### src/rtl/comms_ctrl_mp.sv
// comms_ctrl_mp
//   Multi-port comms controller. Arbitrates round-robin between NUM_PORTS RX
//   UART ports, decodes config-write / config-read / data packets, drives the
//   regmap and the event FIFO write port, and keeps saturating packet,
//   bad-packet and FIFO high-water counters.
//
//   Optional feature macro: COMMS_CTRL_MP_MAILBOX_EN
//     defined   -> counter changes are mirrored into the regmap byte-serially
//                  (LSB first) at TP_ADDR / BP_ADDR / HW_ADDR via a MAILBOX state.
//     undefined -> no MAILBOX state; write_regmap is driven only by config writes.
//
// Ports
//   clk, reset_n            clock, synchronous active-low reset
//   rx_data, rx_data_flag   packed RX words (port p = slice p) and per-port valid
//   rx_ack                  one-hot pulse consuming the granted port's word
//   pre_event, load_event   event word from the router and its pending flag
//   chip_id                 this chip's ID
//   regmap_*                regmap read/write access
//   fifo_counter            FIFO occupancy, feeds the high-water counter
//   output_event            word presented to FIFO / TX
//   write_fifo_n, fifo_ack  FIFO write strobe (active low) and ack
//   send_config_data        request to send output_event directly
//   total_packets, bad_packets, fifo_high_water   saturating counters
//   comms_busy              high whenever the FSM is not in READY
module comms_ctrl_mp #(
    parameter int          WIDTH        = 64,
    parameter int          NUM_PORTS    = 4,
    parameter logic [7:0]  GLOBAL_ID    = 8'd255,
    parameter logic [31:0] MAGIC        = 32'h8950_4E47,
    parameter int          READ_LATENCY = 5,
    parameter int          TIMEOUT      = 15,
    parameter int          CNT_BYTES    = 2,
    parameter logic [7:0]  TP_ADDR      = 8'd240,
    parameter logic [7:0]  BP_ADDR      = 8'd244,
    parameter logic [7:0]  HW_ADDR      = 8'd248
) (
    input  logic                           clk,
    input  logic                           reset_n,
    input  logic [NUM_PORTS*(WIDTH-1)-1:0] rx_data,
    input  logic [NUM_PORTS-1:0]           rx_data_flag,
    output logic [NUM_PORTS-1:0]           rx_ack,
    input  logic [WIDTH-2:0]               pre_event,
    input  logic                           load_event,
    input  logic [7:0]                     chip_id,
    input  logic [7:0]                     regmap_read_data,
    input  logic [11:0]                    fifo_counter,
    output logic [WIDTH-2:0]               output_event,
    output logic                           write_fifo_n,
    output logic                           fifo_ack,
    output logic                           send_config_data,
    output logic                           write_regmap,
    output logic                           read_regmap,
    output logic [7:0]                     regmap_address,
    output logic [7:0]                     regmap_write_data,
    output logic [8*CNT_BYTES-1:0]         total_packets,
    output logic [8*CNT_BYTES-1:0]         bad_packets,
    output logic [8*CNT_BYTES-1:0]         fifo_high_water,
    output logic                           comms_busy
);
    localparam int W  = WIDTH - 1;
    localparam int PW = (NUM_PORTS > 1) ? $clog2(NUM_PORTS) : 1;
    localparam int CW = 8 * CNT_BYTES;
    // WAIT dwells a single cycle, which is always within the TIMEOUT bound.
    localparam int WAIT_CYC = (TIMEOUT > 1) ? 1 : ((TIMEOUT < 1) ? 1 : TIMEOUT);

    typedef enum logic [3:0] {
        S_READY, S_DECODE, S_CFG_WRITE, S_CFG_READ, S_PASS, S_PASS_CFG,
        S_LOAD_EVENT, S_WRITE_FIFO, S_BAD, S_WAIT
`ifdef COMMS_CTRL_MP_MAILBOX_EN
        , S_MAILBOX
`endif
    } state_t;

    state_t          state, state_d;
    logic [PW-1:0]   ptr, ptr_d, grant;
    logic            found;
    logic [W-1:0]    word, word_d;
    logic [3:0]      cnt, cnt_d;

    // Next values of the registered outputs.
    logic [NUM_PORTS-1:0] rx_ack_d;
    logic [W-1:0]         output_event_d;
    logic                 write_fifo_n_d, fifo_ack_d, send_cfg_d;
    logic                 write_regmap_d, read_regmap_d;
    logic [7:0]           addr_d, wdata_d;
    logic                 inc_tp, inc_bp;
    logic                 tp_set, bp_set, hw_set;
    logic [CW-1:0]        fc_w;

    // Packet fields of the latched word.
    logic [1:0] pkt_op;
    logic [7:0] pkt_id, pkt_addr, pkt_data;
    logic       magic_ok, id_match, is_bcast;

    assign pkt_op   = word[1:0];
    assign pkt_id   = word[9:2];
    assign pkt_addr = word[17:10];
    assign pkt_data = word[25:18];
    assign magic_ok = (word[57:26] == MAGIC);
    assign is_bcast = (pkt_id == GLOBAL_ID);
    assign id_match = (pkt_id == chip_id) || is_bcast;

    // FIFO occupancy zero-extended or truncated to the counter width.
    generate
        if (CW >= 12) begin : g_fc_ext
            assign fc_w = {{(CW-12){1'b0}}, fifo_counter};
        end else begin : g_fc_trunc
            assign fc_w = fifo_counter[CW-1:0];
        end
    endgenerate

    assign tp_set = inc_tp && (total_packets != {CW{1'b1}});
    assign bp_set = inc_bp && (bad_packets   != {CW{1'b1}});
    assign hw_set = (fc_w > fifo_high_water);

`ifdef COMMS_CTRL_MP_MAILBOX_EN
    logic [2:0]    chg, pend, pend_d, redo, mb_clr;
    logic [1:0]    mb_byte, mb_byte_d, mb_sel;
    logic [7:0]    mb_base;
    logic [CW-1:0] mb_cnt;
`endif

    // First flagged port at or after the round-robin pointer.
    always_comb begin
        grant = '0;
        found = 1'b0;
        for (int i = 0; i < NUM_PORTS; i++) begin
            if (!found && rx_data_flag[(int'(ptr) + i) % NUM_PORTS]) begin
                found = 1'b1;
                grant = PW'((int'(ptr) + i) % NUM_PORTS);
            end
        end
    end

    always_comb begin
        // NOTE: every signal gets a default before the case so no path leaves
        // one unassigned, which would otherwise infer a latch.
        state_d        = state;
        ptr_d          = ptr;
        word_d         = word;
        cnt_d          = cnt;
        rx_ack_d       = '0;
        output_event_d = output_event;
        write_fifo_n_d = 1'b1;
        fifo_ack_d     = 1'b0;
        send_cfg_d     = 1'b0;
        write_regmap_d = 1'b0;
        read_regmap_d  = 1'b0;
        addr_d         = regmap_address;
        wdata_d        = regmap_write_data;
        inc_tp         = 1'b0;
        inc_bp         = 1'b0;
`ifdef COMMS_CTRL_MP_MAILBOX_EN
        pend_d    = pend;
        mb_byte_d = mb_byte;
        mb_clr    = '0;
        mb_sel    = pend[0] ? 2'd0 : (pend[1] ? 2'd1 : 2'd2);
        mb_base   = pend[0] ? TP_ADDR : (pend[1] ? BP_ADDR : HW_ADDR);
        mb_cnt    = pend[0] ? total_packets : (pend[1] ? bad_packets : fifo_high_water);
`endif
        // Outputs are registered, so each branch sets what the next state shows.
        case (state)
            S_READY: begin
                if (found) begin
                    rx_ack_d[grant] = 1'b1;
                    word_d  = rx_data[int'(grant)*W +: W];
                    ptr_d   = (grant == PW'(NUM_PORTS - 1)) ? '0 : grant + PW'(1);
                    state_d = S_DECODE;
                end else if (load_event) begin
                    state_d = S_LOAD_EVENT;
`ifdef COMMS_CTRL_MP_MAILBOX_EN
                end else if (|chg) begin
                    pend_d    = chg;
                    mb_byte_d = '0;
                    state_d   = S_MAILBOX;
`endif
                end
            end
            S_DECODE: begin
                if (pkt_op == 2'b00 || (pkt_op[1] && !magic_ok)) begin
                    state_d = S_BAD;
                end else if (pkt_op == 2'b10 && id_match) begin
                    write_regmap_d = 1'b1;
                    addr_d         = pkt_addr;
                    wdata_d        = pkt_data;
                    state_d        = S_CFG_WRITE;
                end else if (pkt_op == 2'b11 && id_match) begin
                    read_regmap_d = 1'b1;
                    addr_d        = pkt_addr;
                    state_d       = S_CFG_READ;
                end else if (pkt_op[1]) begin
                    output_event_d = word;
                    state_d        = S_PASS_CFG;
                end else begin
                    state_d = S_PASS;
                end
            end
            S_CFG_WRITE: state_d = is_bcast ? S_PASS : S_WAIT;
            S_CFG_READ: begin
                if (cnt == 4'(READ_LATENCY - 1)) begin
                    output_event_d          = word;
                    output_event_d[W-1]     = 1'b1;
                    output_event_d[25:18]   = regmap_read_data;
                    output_event_d[9:2]     = chip_id;
                    send_cfg_d              = 1'b1;
                    inc_tp                  = 1'b1;
                    state_d                 = is_bcast ? S_PASS : S_WAIT;
                end else begin
                    read_regmap_d = 1'b1;
                    cnt_d         = cnt + 4'd1;
                end
            end
            S_PASS: begin
                output_event_d = word;
                write_fifo_n_d = 1'b0;
                fifo_ack_d     = 1'b1;
                state_d        = S_WRITE_FIFO;
            end
            S_LOAD_EVENT: begin
                output_event_d = pre_event;
                write_fifo_n_d = 1'b0;
                fifo_ack_d     = 1'b1;
                inc_tp         = 1'b1;
                state_d        = S_WRITE_FIFO;
            end
            S_WRITE_FIFO: state_d = S_WAIT;
            S_PASS_CFG: begin
                send_cfg_d = 1'b1;
                state_d    = S_WAIT;
            end
            S_BAD: begin
                inc_bp  = 1'b1;
                state_d = S_READY;
            end
            S_WAIT: begin
                if (cnt == 4'(WAIT_CYC - 1)) state_d = S_READY;
                else cnt_d = cnt + 4'd1;
            end
`ifdef COMMS_CTRL_MP_MAILBOX_EN
            S_MAILBOX: begin
                write_regmap_d = 1'b1;
                addr_d         = mb_base + 8'(mb_byte);
                wdata_d        = mb_cnt[int'(mb_byte)*8 +: 8];
                if (mb_byte == 2'(CNT_BYTES - 1)) begin
                    mb_clr[mb_sel] = 1'b1;
                    pend_d[mb_sel] = 1'b0;
                    mb_byte_d      = '0;
                    if (pend_d == 3'b000) state_d = S_READY;
                end else begin
                    mb_byte_d = mb_byte + 2'd1;
                end
            end
`endif
            default: state_d = S_READY;
        endcase
        // Per-state cycle counter restarts on every state change.
        if (state_d != state) cnt_d = '0;
    end

    always_ff @(posedge clk) begin
        if (!reset_n) begin
            state             <= S_READY;
            ptr               <= '0;
            word              <= '0;
            cnt               <= '0;
            rx_ack            <= '0;
            output_event      <= '0;
            write_fifo_n      <= 1'b1;
            fifo_ack          <= 1'b0;
            send_config_data  <= 1'b0;
            write_regmap      <= 1'b0;
            read_regmap       <= 1'b0;
            regmap_address    <= '0;
            regmap_write_data <= '0;
            comms_busy        <= 1'b0;
        end else begin
            // NOTE: non-blocking assignments make every register update from
            // the pre-edge values, independent of statement order.
            state             <= state_d;
            ptr               <= ptr_d;
            word              <= word_d;
            cnt               <= cnt_d;
            rx_ack            <= rx_ack_d;
            output_event      <= output_event_d;
            write_fifo_n      <= write_fifo_n_d;
            fifo_ack          <= fifo_ack_d;
            send_config_data  <= send_cfg_d;
            write_regmap      <= write_regmap_d;
            read_regmap       <= read_regmap_d;
            regmap_address    <= addr_d;
            regmap_write_data <= wdata_d;
            comms_busy        <= (state_d != S_READY);
        end
    end

    // Saturating counters: increment is suppressed once a counter is all-ones.
    always_ff @(posedge clk) begin
        if (!reset_n) begin
            total_packets   <= '0;
            bad_packets     <= '0;
            fifo_high_water <= '0;
        end else begin
            if (tp_set) total_packets   <= total_packets + CW'(1);
            if (bp_set) bad_packets     <= bad_packets + CW'(1);
            if (hw_set) fifo_high_water <= fc_w;
        end
    end

`ifdef COMMS_CTRL_MP_MAILBOX_EN
    // Change flags. A change to a counter while it is being mirrored is
    // remembered in redo so the flag survives the clear at its last byte.
    logic [2:0] set_vec;
    assign set_vec = {hw_set, bp_set, tp_set};

    always_ff @(posedge clk) begin
        if (!reset_n) begin
            chg     <= '0;
            pend    <= '0;
            redo    <= '0;
            mb_byte <= '0;
        end else begin
            chg     <= (mb_clr & (redo | set_vec)) | (~mb_clr & (chg | set_vec));
            redo    <= ~mb_clr & (redo | ((state == S_MAILBOX) ? (pend & set_vec) : 3'b000));
            pend    <= pend_d;
            mb_byte <= mb_byte_d;
        end
    end
`endif

endmodule

### config.mk
export PLATFORM = sky130hd
export DESIGN_NAME = comms_ctrl_mp
export DESIGN_NICKNAME = d
export VERILOG_FILES = /design/src/rtl/comms_ctrl_mp.sv
export SDC_FILE = /design/constraint.sdc
export NUM_CORES = 1
export LEC_CHECK = 0
export BUFFER_PORTS_ARGS = -buffer_cell sky130_fd_sc_hd__clkbuf_2
export CAP_MARGIN = 40
export CORE_AREA = 2 2 188 190
export CTS_CLUSTER_DIAMETER = 150
export DETAILED_ROUTE_END_ITERATION = 12
export DIE_AREA = 0 0 190 192
export PLACE_DENSITY = 0.6
export REMOVE_ABC_BUFFERS = 1
export SYNTH_ARGS = -nofsm -noshare
export SYNTH_HDL_FRONTEND = slang
export SYNTH_SLANG_ARGS = --single-unit
### constraint.sdc
create_clock -name clk -period 4.3 [get_ports clk]
set_input_delay 0.43 -clock clk [delete_from_list [all_inputs] [get_ports clk]]
set_output_delay 0.43 -clock clk [all_outputs]
set_load 0.02 [all_outputs]
==> reports/results.ini <==
[synth]
synth-main-ff-cell = sky130_fd_sc_hd__dfxtp_1
post_synth.cell_area_avg_um2 = 7.466
synth-seq-cells = 206
synthArstFlopShare_pct = 0
synth_area_um2 = 11030
yosysSeqAreaShare_pct = 37.37
synthesis.instances = 1478
ys_types = 63
synth-warning-count = 0
count_of_flip_flops_with_a_built_in_enable_after_synthesis = 0

[critical_path]
crit_family = simple AND/OR/NAND/NOR gates
setup.worst_path.class = reg2reg
crit_chain = nor4b_1, nand4_1, nor4_1, o2111a_4, buf_12, nor2_1, a211oi_1
start_kind = flip-flop
slowest_stage = sky130_fd_sc_hd__o2111a_4
worst_ep_arrival_time_ps = 3500
worst-path-max-fanout = 64
setup.reg_to_reg.worst_slack_ps = 1220
rr_worst_depth = 7
worstPathRequired_ps = 4720
reg2reg_from = word[38]
worst-path-buf-inv = 1
worstSetupEndpointType = flip-flop
critical_path.max_stage_delay_ps = 720
critical_path.reg2reg.endpoint = output_event[57]

[drt]
dr.pass1.iters = 5
post_drt_wl_per_cell_um = 16.77
detail_route.drc_violations = 0
drt-total-wl_um = 39660
viasPerCell = 4.996
dr_total_vias = 11820
drt_iter0_drc = 533
antenna_violating_nets_post_route = 0

[placement]
buffer_ports.inserted = 482
gp_routability_congestion = 0.8923
dpl.cell_count = 2322
hpwlAfterDp_um = 30090

[hold_path]
timing.hold.worst.class = in2reg
hold_path_end = fifo_high_water[0]
hold_path_depth = 3
hp-start = fifo_counter[0]

[cts]
clock_path_buffers = 3
holdBufCountCts = 0
cts.reportedPaths.clkPinSlew_ps = 60
post_cts_resized = 0
numClockSinks = 206
post-cts-setup-buffer-count = 0
cts_htree_levels = 1
worstSkewPairLatency_ps = 520
tritoncts.num_buffers = 24
cts_root_buffer = sky130_fd_sc_hd__clkbuf_16
tritoncts = yes

[sta]
tightest_slew_ps = 817.1
setup_viol_count_final = 0
rsz0062_at_grt = no
timing.clock.skew_ps = 12.78
hold_viol = 0
final_min_period_over_clock_period_pct = 71.65
finalHoldWorstSlack_ps = 179.1
timing.final.crit_period_ps = 3081
relSlewSlack_pct = 45.53
max_clock_freq_ghz = 0.3246
report.final.slew_viol_count = 0

[run]
maxCapViolations = 0

[global_routing]
antenna_found_initial = 0
first_global_vias = 10940
grt_pass1_wl_um = 60050
grt_util_all_layers_pct = 20.73
grt-ovfl-total = 0
grt_start_max_net_pins = 71

[die]
floorplan.die.width_um = 190
core_area_um2 = 34290
initial_utilization_pct = 32.18
chipHeight_um = 192
top_ports = 487
die-area_um2 = 36480
core.rowCount = 68

[final_layout]
number_of_cells_in_the_finished_layout_apart_from_fillers = 2365
fin_nets = 2263
drive_gt1_share_pct = 29.01
n_fill_cell = 3543
area_delta_synth_final_pct = 32.53
antenna_cells_inserted = 0

[run_status]
run_status = completed

[power]
worst_ir_drop_vdd_mv = 0.2746
leakagePower_uw = 0.006584
cellPowerDensity_nw_per_um2 = 630.0
design_power_total_uw = 9214

## worst min-delay path, cell delays in order
cell and delay, ps:
sky130_fd_sc_hd__clkbuf_2 90, sky130_fd_sc_hd__mux2i_1 60, sky130_fd_sc_hd__nor2_1 70
## synth_stat cells, drive strengths merged (6+ instances only)
master  instances  share of area [%]
a211oi         48                3.3
buf            30                1.5
nand2b          7               0.42
nor2          135                4.7
o211ai         63                4.3
clkbuf         82                2.8
a21oi          82                3.7
nand4          18                1.0
xnor2          23                1.8
a311oi         17                1.3
or3             9               0.51
nand2         415                 14
nor4b           6               0.53
o21ai          13               0.62
and4            6               0.48
inv            30                1.0
nor3            7               0.32
nor4           10               0.62
dfxtp         206                 37
nor2b           7               0.40
nand3          80                3.6
mux2i          75                6.8
xor2           15                1.2
a22oi          17                1.2
and3            9               0.51
ha             20                2.3
## report_power, final
group	internal, uW	leakage [uW]	total (uW)	switching, uW
Sequential	2510	0.00169	3010	497
Clock	1350	0.000409	2160	807
Combinational	1430	0.00449	4050	2620
## stage by stage
| stage | util (%) | cell area [um^2] | setup slack, ps | setup TNS [ps] |
|---|---|---|---|---|
| floorplan | - | 10580 | -957.1 | -62030 |
| global placement | 40.03 | 13720 | 1283 | 0 |
| detailed placement | 40.21 | 13790 | 1179 | 0 |
| CTS | 42.65 | 14620 | 1177 | 0 |
| global route | 42.65 | 14620 | 877.3 | 0 |
| finish | 42.65 | 14620 | 1219 | 0 |
## routing by layer
metal  global-route usage, %  vias to the layer above  routed length, um
met1                   26.40                     5402              16880
li1                        -                     5944                  -
met3                   3.782                       64               2657
met4                   6.380                        0               1168
met2                   35.51                      405              18960
met5                       0                        -                  0
## worst max path at each step
| stage | from | end | cells after the start |
|---|---|---|---|
| finish | word[38] | output_event[57] | 7 |
| global route | word[46] | output_event[31] | 7 |
| CTS | word[46] | output_event[57] | 7 |
| floorplan | rx_data_flag[0] | word[0] | 8 |
| detailed placement | word[46] | output_event[57] | 7 |
| global placement | word[46] | output_event[44] | 7 |
## kinds of logic after synthesis
group / after synthesis / share of synthesized area (%)
AOI/OAI and AO/OA: 268 / 16.54
xor gates and xnor gates: 38 / 3.016
adders and majority gates: 20 / 2.268
buffers and inverters: 142 / 5.284
DFF: 206 / 37.37
muxes: 75 / 6.803
other: 1 / 0.03398
and+or+nand+nor: 728 / 28.68
## layout make-up
| class | instances | area [um^2] | area share (%) |
|---|---|---|---|
| Inverter | 30 | 120.1 | 0.8214 |
| Multi-Input combinational cell | 1133 | 6376 | 43.60 |
| Tap cell | 455 | 569.3 | 3.893 |
| Clock buffer | 34 | 689.4 | 4.714 |
| Timing Repair Buffer | 498 | 2597 | 17.76 |
| Clock inverter | 9 | 147.6 | 1.010 |
| Sequential cell | 206 | 4124 | 28.20 |
## placed cells by master (no fill, tap or decap), types with 4 or more instances in the layout
cell	instances
sky130_fd_sc_hd__a22oi_1	17
sky130_fd_sc_hd__conb_1	4
sky130_fd_sc_hd__dfxtp_1	206
sky130_fd_sc_hd__xnor2_1	23
sky130_fd_sc_hd__ha_1	20
sky130_fd_sc_hd__a211oi_1	48
sky130_fd_sc_hd__nand2b_1	6
sky130_fd_sc_hd__clkbuf_16	25
sky130_fd_sc_hd__a21oi_1	82
sky130_fd_sc_hd__inv_1	28
sky130_fd_sc_hd__and4_1	6
sky130_fd_sc_hd__nand2_1	414
sky130_fd_sc_hd__clkinv_2	4
sky130_fd_sc_hd__a21o_1	5
sky130_fd_sc_hd__nor3_1	7
sky130_fd_sc_hd__nor2b_1	7
sky130_fd_sc_hd__nor4b_1	5
sky130_fd_sc_hd__nand3_1	79
sky130_fd_sc_hd__nor4_1	9
sky130_fd_sc_hd__and3_1	8
sky130_fd_sc_hd__a311oi_1	17
sky130_fd_sc_hd__xor2_1	15
sky130_fd_sc_hd__or3_1	9
sky130_fd_sc_hd__bufinv_16	4
sky130_fd_sc_hd__o21ai_0	10
sky130_fd_sc_hd__nor2_1	133
sky130_fd_sc_hd__mux2i_1	75
sky130_fd_sc_hd__o211ai_1	63
sky130_fd_sc_hd__buf_4	12
sky130_fd_sc_hd__clkbuf_1	6
sky130_fd_sc_hd__nand4_1	18
sky130_fd_sc_hd__clkbuf_2	482
## state kept, by name, indices dropped and copies added (netlist names)
name               flops
output_event          63
word                  63
bad_packets           16
total_packets         16
fifo_high_water       12
regmap_address         8
regmap_write_data      8
cnt                    4
rx_ack                 4
state                  4
ptr                    2
comms_busy             1
fifo_ack               1
read_regmap            1
send_config_data       1
write_fifo_n           1
write_regmap           1
(Power assumes the default switching activity.)
